File: config.mk
export PLATFORM = sky130hd
export DESIGN_NAME = usb_rx_deserializer
export DESIGN_NICKNAME = d
export VERILOG_FILES = /design/src/rtl/usb_rx_deserializer.sv
export SDC_FILE = /design/constraint.sdc
export NUM_CORES = 1
export LEC_CHECK = 0
export BUFFER_PORTS_ARGS = -buffer_cell sky130_fd_sc_hd__buf_2
export CELL_PAD_IN_SITES_DETAIL_PLACEMENT = 1
export CELL_PAD_IN_SITES_GLOBAL_PLACEMENT = 1
export CORE_AREA = 2 2 80 82
export CTS_CLUSTER_DIAMETER = 50
export CTS_CLUSTER_SIZE = 40
export DETAILED_ROUTE_END_ITERATION = 10
export DIE_AREA = 0 0 82 84
export PLACE_DENSITY = 0.82
export SKIP_LAST_GASP = 1
export SYNTH_ARGS = -nofsm -noshare
export SYNTH_HDL_FRONTEND = slang
export SYNTH_SLANG_ARGS = --single-unit
export TNS_END_PERCENT = 5
File: constraint.sdc
create_clock -name clk -period 4.8 [get_ports clk]
set_input_delay 0.48 -clock clk [delete_from_list [all_inputs] [get_ports clk]]
set_output_delay 0.48 -clock clk [all_outputs]
set_load 0.01 [all_outputs]
File: src/rtl/usb_rx_deserializer.sv
// usb_rx_deserializer: USB full-speed receive front-end (line decode, SYNC, NRZI, unstuff, bytes, EOP).
// Define USB_RX_CRC16_EN to check the CRC16 residual of DATA packets at EOP.
module usb_rx_deserializer #(
    parameter int MAX_BYTES = 1027
) (
    input  logic       clk,
    input  logic       rst,
    input  logic       bit_stb,
    input  logic       d_p,
    input  logic       d_n,
    output logic [7:0] rx_data,
    output logic       rx_valid,
    output logic       rx_active,
    output logic       rx_eop,
    output logic       rx_error,
    output logic [2:0] err_code
);
    localparam int BW = $clog2(MAX_BYTES + 2);
    localparam logic [BW-1:0] BYTE_LAST = BW'(MAX_BYTES);
    localparam logic [2:0] IDLE = 3'd0, HUNT = 3'd1, DATA = 3'd2, EOP = 3'd3, ERR_WAIT = 3'd4;
    logic [2:0] state, hunt_cnt, ones, bit_cnt, err;
    logic [6:0] hunt_sr, sr;
    logic [7:0] byte_nxt;
    logic [BW-1:0] byte_cnt;
    logic prev_j, jcnt, line_j, line_k, line_se0, dbit, sync_hit, crc_ok;
    assign line_j = d_p & ~d_n;
    assign line_k = ~d_p & d_n;
    assign line_se0 = ~d_p & ~d_n;
    assign dbit = line_j == prev_j;
    assign byte_nxt = {dbit, sr};
    assign sync_hit = {hunt_sr, dbit} == 8'h01;
    // abort reason for the current strobe; SE1 falls through as a stuff error
    assign err = state == DATA ?
                     (line_se0 ? ((bit_cnt != 3'd0 || byte_cnt == '0) ? 3'd2 : 3'd0)
                      : !(line_j || line_k) ? 3'd1
                      : ones == 3'd6 ? (dbit ? 3'd1 : 3'd0)
                      : bit_cnt != 3'd7 ? 3'd0
                      : byte_cnt == '0 ? (byte_nxt[7:4] == ~byte_nxt[3:0] ? 3'd0 : 3'd3)
                      : byte_cnt == BYTE_LAST ? 3'd4 : 3'd0)
                 : state == EOP ? (line_se0 ? 3'd0 : line_j ? (crc_ok ? 3'd0 : 3'd5) : 3'd2)
                 : 3'd0;
`ifdef USB_RX_CRC16_EN
    logic [15:0] crc;
    logic is_data, take;
    assign take = bit_stb && state == DATA && (line_j || line_k) && ones != 3'd6;
    always_ff @(posedge clk) begin
        if (rst) begin
            crc <= 16'hFFFF;
            is_data <= 1'b0;
        end else if (bit_stb && state == HUNT) begin
            crc <= 16'hFFFF;
        end else if (take) begin
            if (byte_cnt != '0) crc <= {crc[14:0], 1'b0} ^ ((dbit ^ crc[15]) ? 16'h8005 : 16'h0000);
            if (byte_cnt == '0 && bit_cnt == 3'd7) is_data <= &byte_nxt[1:0];
        end
    end
    assign crc_ok = !is_data || crc == 16'h800D;
`else
    assign crc_ok = 1'b1;
`endif
    always_ff @(posedge clk) begin
        if (rst) begin
            state <= IDLE;
            prev_j <= 1'b1;
            hunt_sr <= '0;
            hunt_cnt <= '0;
            ones <= '0;
            bit_cnt <= '0;
            sr <= '0;
            byte_cnt <= '0;
            jcnt <= 1'b0;
            rx_data <= '0;
            rx_valid <= 1'b0;
            rx_active <= 1'b0;
            rx_eop <= 1'b0;
            rx_error <= 1'b0;
            err_code <= '0;
        end else begin
            rx_valid <= 1'b0;
            rx_eop <= 1'b0;
            rx_error <= 1'b0;
            if (bit_stb) begin
                if (line_j || line_k) prev_j <= line_j;
                if (err != 3'd0) begin
                    state <= ERR_WAIT;
                    jcnt <= 1'b0;
                    rx_active <= 1'b0;
                    rx_error <= 1'b1;
                    err_code <= err;
                end else begin
                    case (state)
                        IDLE: if (line_k && prev_j) begin
                            state <= HUNT;
                            hunt_sr <= '0;
                            hunt_cnt <= 3'd1;
                        end
                        HUNT: if (line_se0) state <= IDLE;
                        else if (line_j || line_k) begin
                            hunt_sr <= {hunt_sr[5:0], dbit};
                            hunt_cnt <= hunt_cnt + 3'd1;
                            if (hunt_cnt == 3'd7) begin
                                state <= sync_hit ? DATA : IDLE;
                                rx_active <= sync_hit;
                                err_code <= sync_hit ? 3'd0 : err_code;
                                ones <= 3'd1;
                                bit_cnt <= '0;
                                byte_cnt <= '0;
                            end
                        end
                        DATA: if (line_se0) state <= EOP;
                        else if (ones == 3'd6) ones <= 3'd0;
                        else begin
                            ones <= dbit ? ones + 3'd1 : 3'd0;
                            sr <= byte_nxt[7:1];
                            bit_cnt <= bit_cnt + 3'd1;
                            if (bit_cnt == 3'd7) begin
                                rx_data <= byte_nxt;
                                rx_valid <= 1'b1;
                                byte_cnt <= byte_cnt + BW'(1);
                            end
                        end
                        EOP: if (line_j) begin
                            state <= IDLE;
                            rx_active <= 1'b0;
                            rx_eop <= 1'b1;
                        end
                        ERR_WAIT: begin
                            jcnt <= line_j;
                            if (line_j && jcnt) state <= IDLE;
                        end
                        default: state <= IDLE;
                    endcase
                end
            end
        end
    end
endmodule

==> key figures <==
Outcome
  • Status: finished, final reports clean

Clock tree
  • Post-cts resize count: 0
  • Clock slew at reported path FFs: around 90 ps
  • TritonCTS Buffers: 5
  • CTS tree: done
  • H-Tree Depth: 2
  • Sink Count: 54
  • Clock Latency Late Sink: around 320 ps
  • Clk buf depth: 2
  • Hold_buf cts: 0
  • Clk root buf: clkbuf_8
  • Post-CTS Setup Inserts: 0

Final layout
  • Share of layout cells above drive strength 1: 0.123
  • Layout net count: roughly 350
  • Ant diodes: 0
  • Leading cell type in the layout, fill and taps excluded: dfxtp_1
  • Non-filler cells, final: approximately 400
  • Fill count: around 730
  • Leading cell types in the layout, fill and taps excluded: dfxtp_1, a21oi_1, nand2_1, nor2_1, buf_2
  • Area Growth Syn to Fin: 8.04%
  • Final core utilization: 0.505

Timing
  • Worst-Margin Slew: ~1000 ps
  • RSZ-0062 raised after global routing: false
  • Final Hold Viols: 0
  • Slew headroom: 0.333
  • Pins Over Slew Limit: 0
  • Setup-failing EPs final: 0
  • Worst Skew: 13.2 ps
  • Final worst-path cycle share: 0.616
  • Fmax: 338 MHz
  • TNS Setup: 0 ps
  • Tmin final: about 3000 ps

Worst setup path
  • Flop-to-flop setup slack: approximately 1900 ps
  • Critical Path AT: ~3200 ps
  • WP data required: 5040 ps
  • Max Fanout on Critical Path: 18
  • R2R Path Start: ones[0]
  • Crit path capture type: register
  • FF-to-FF End: byte_cnt[5]
  • Crit Path Class: in -> reg
  • Worst reg2reg path depth: 8
  • Crit path launch: d_n
  • CP Launch Type: primary input

Floorplanning
  • Top Ports: 20
  • Initial core utilization: 0.467
  • Core Area: 6100 um^2
  • Chip height: between 80 and 90 um
  • Die area: approximately 6900 um^2
  • Die X: approximately 82 um
  • Row count: 29

GRT
  • GR Overflow Total: 0
  • Number of global-route vias before repair: about 2.5k
  • Largest net degree at the start of global routing: 40
  • Initial antenna violation count: 0
  • First-pass GRT wire length: roughly 12000 um
  • GR Util All Layers: 0.215

Logic synthesis
  • Ys Warns: 0
  • Mapped cell area: roughly 2800 um^2
  • Ys flop type: dfxtp_1
  • Main combinational cell family by area after synthesis: simple AND/OR/NAND/NOR gates
  • Mux cell area share after synthesis: 0.0316
  • Post-synth EDFFs: 0
  • XOR/XNOR share of the synthesized area: 0.0206
  • Post-Synth Adder-Cell Area: 0.0571
  • Avg Cell Area, Syn: between 8 and 9 um^2
  • Register area share after synthesis: 0.379
  • Compound-gate portion of the synthesized area: 0.221
  • Simple-gate share of the synthesized area: 0.248
  • Mapped Cells: 322
  • Syn nets: 340
  • Synthesis-stage register bit count: 54
  • Ys async rst share: 0
  • Post-synthesis cell type count: 62

Detailed routing
  • Detailed Routing Iterations Pass 1: 4
  • # DRC: 0
  • DRT Wirelength: 6930 um
  • WL/cell: roughly 17 um
  • Via count: 2507
  • Antenna viol nets, final: 0
  • Via density: around 6
  • DRT iter0 DRCs: approximately 140

Power
  • Power per cell area: 268 nW/um^2
  • Leak: between 1 and 1.5 nW
  • Worst vdd ir: between 100 and 150 uV

Min path
  • Hold wc startpoint: hunt_sr[6]
  • Hold-critical path depth: 1
  • Hold endpoint: hunt_sr[6]
  • Hold WC Path Type: reg -> reg

Placed design
  • Final GP Congestion: ~0.80
  • Final HPWL DP: 4970 um
  • Input/output buffers: 19
  • Placed insts: 403

Job
  • # Max-Cap Violations: 0
[cells in the mapped netlist (4+ instances only)]
| cell | number | area (um^2) |
|---|---|---|
| a21oi_1 | 29 | 145 |
| a22o_1 | 9 | 78.8 |
| and2_1 | 4 | 25.0 |
| clkbuf_1 | 9 | 33.8 |
| dfxtp_1 | 54 | 1080 |
| ha_1 | 13 | 163 |
| inv_1 | 11 | 41.3 |
| mux2i_1 | 9 | 90.1 |
| nand2_1 | 26 | 97.6 |
| nand3_1 | 6 | 30.0 |
| nand4_1 | 10 | 62.6 |
| nor2_1 | 22 | 82.6 |
| nor3_1 | 8 | 40.0 |
| nor4_1 | 7 | 43.8 |
| o21ai_0 | 15 | 75.1 |
| o31ai_1 | 10 | 75.1 |
| or3_1 | 6 | 37.5 |
| or4_1 | 6 | 45.0 |
| xnor2_1 | 4 | 35.0 |
[power by group]
| group | switching (W) | leakage (nW) | total (W) | internal, W |
|---|---|---|---|---|
| clock network | 0.000153 | 0.0514 | 0.000309 | 0.000156 |
| registers | 0.00000510 | 0.435 | 0.000455 | 0.000450 |
| logic | 0.0000410 | 0.620 | 0.0000601 | 0.0000191 |
| total | 0.000199 | 1.11 | 0.000824 | 0.000625 |
[worst max-delay path, cell delays in order]
cell and delay, ps:
buf_2 110, inv_1 60, ha_1 280, xnor2_1 590, a31oi_2 200, a21boi_1 440, or2_0 680, o21ai_0 210
a21oi_1 150
[state kept, by name (all words and copies together) (netlist names)]
name / cells
jcnt: 1
rx_active: 1
err_code: 3
hunt_sr: 7
rx_valid: 1
rx_eop: 1
prev_j: 1
state: 3
rx_error: 1
byte_cnt: 11
rx_data: 8
bit_cnt: 3
ones: 3
hunt_cnt: 3
sr: 7
[metrics by stage]
step                      hold WS (ps)  setup WS (ps)  instance area (um^2)  total power, W
after floorplan                    444           2240                  2850        0.000511
after global placement             461           1640                  2970        0.000524
after detailed placement           470           1570                  2970        0.000525
after CTS                          499           1870                  3080        0.000834
after global routing               526           1570                  3080        0.000860
final                              494           1840                  3080        0.000824
[routing by layer]
| metal | GRT usage | share of wire |
|---|---|---|
| met3 | 0.0400 | 0.032 |
| met1 | 0.287 | 0.47 |
| met5 | 0 | 0 |
| met4 | 0.0606 | 0.013 |
| met2 | 0.349 | 0.48 |
[worst max-delay path by stage]
stage                              to  slack [ps]  depth (start not counted)
after detailed placement  byte_cnt[8]        1570                          9
after floorplan           byte_cnt[5]        2240                         10
after global routing      byte_cnt[7]        1570                          8
final                     byte_cnt[5]        1840                          9
after global placement    byte_cnt[8]        1640                          9
after CTS                 err_code[1]        1870                         10
[logic make-up after synthesis]
| logic type | count (synthesis) |
|---|---|
| AO/OA/AOI/OAI | 92 |
| XOR/XNOR | 5 |
| adder cells (fa/ha/maj) | 13 |
| buffers and inverters | 27 |
| flip-flops | 54 |
| multiplexers | 9 |
| AND/OR/NAND/NOR | 122 |
[layout make-up]
cell class                 count  area (um^2)  area share
clock buffer                   6         72.6      0.0236
sequential                    54         1080       0.351
tap                           77         96.3      0.0313
timing repair buffer          20          103      0.0333
multi-input combinational    241         1650       0.535
clock inverter                 2         37.5      0.0122
inverter                      11         41.3      0.0134
No activity file was read; power rests on OpenSTA's default activity.
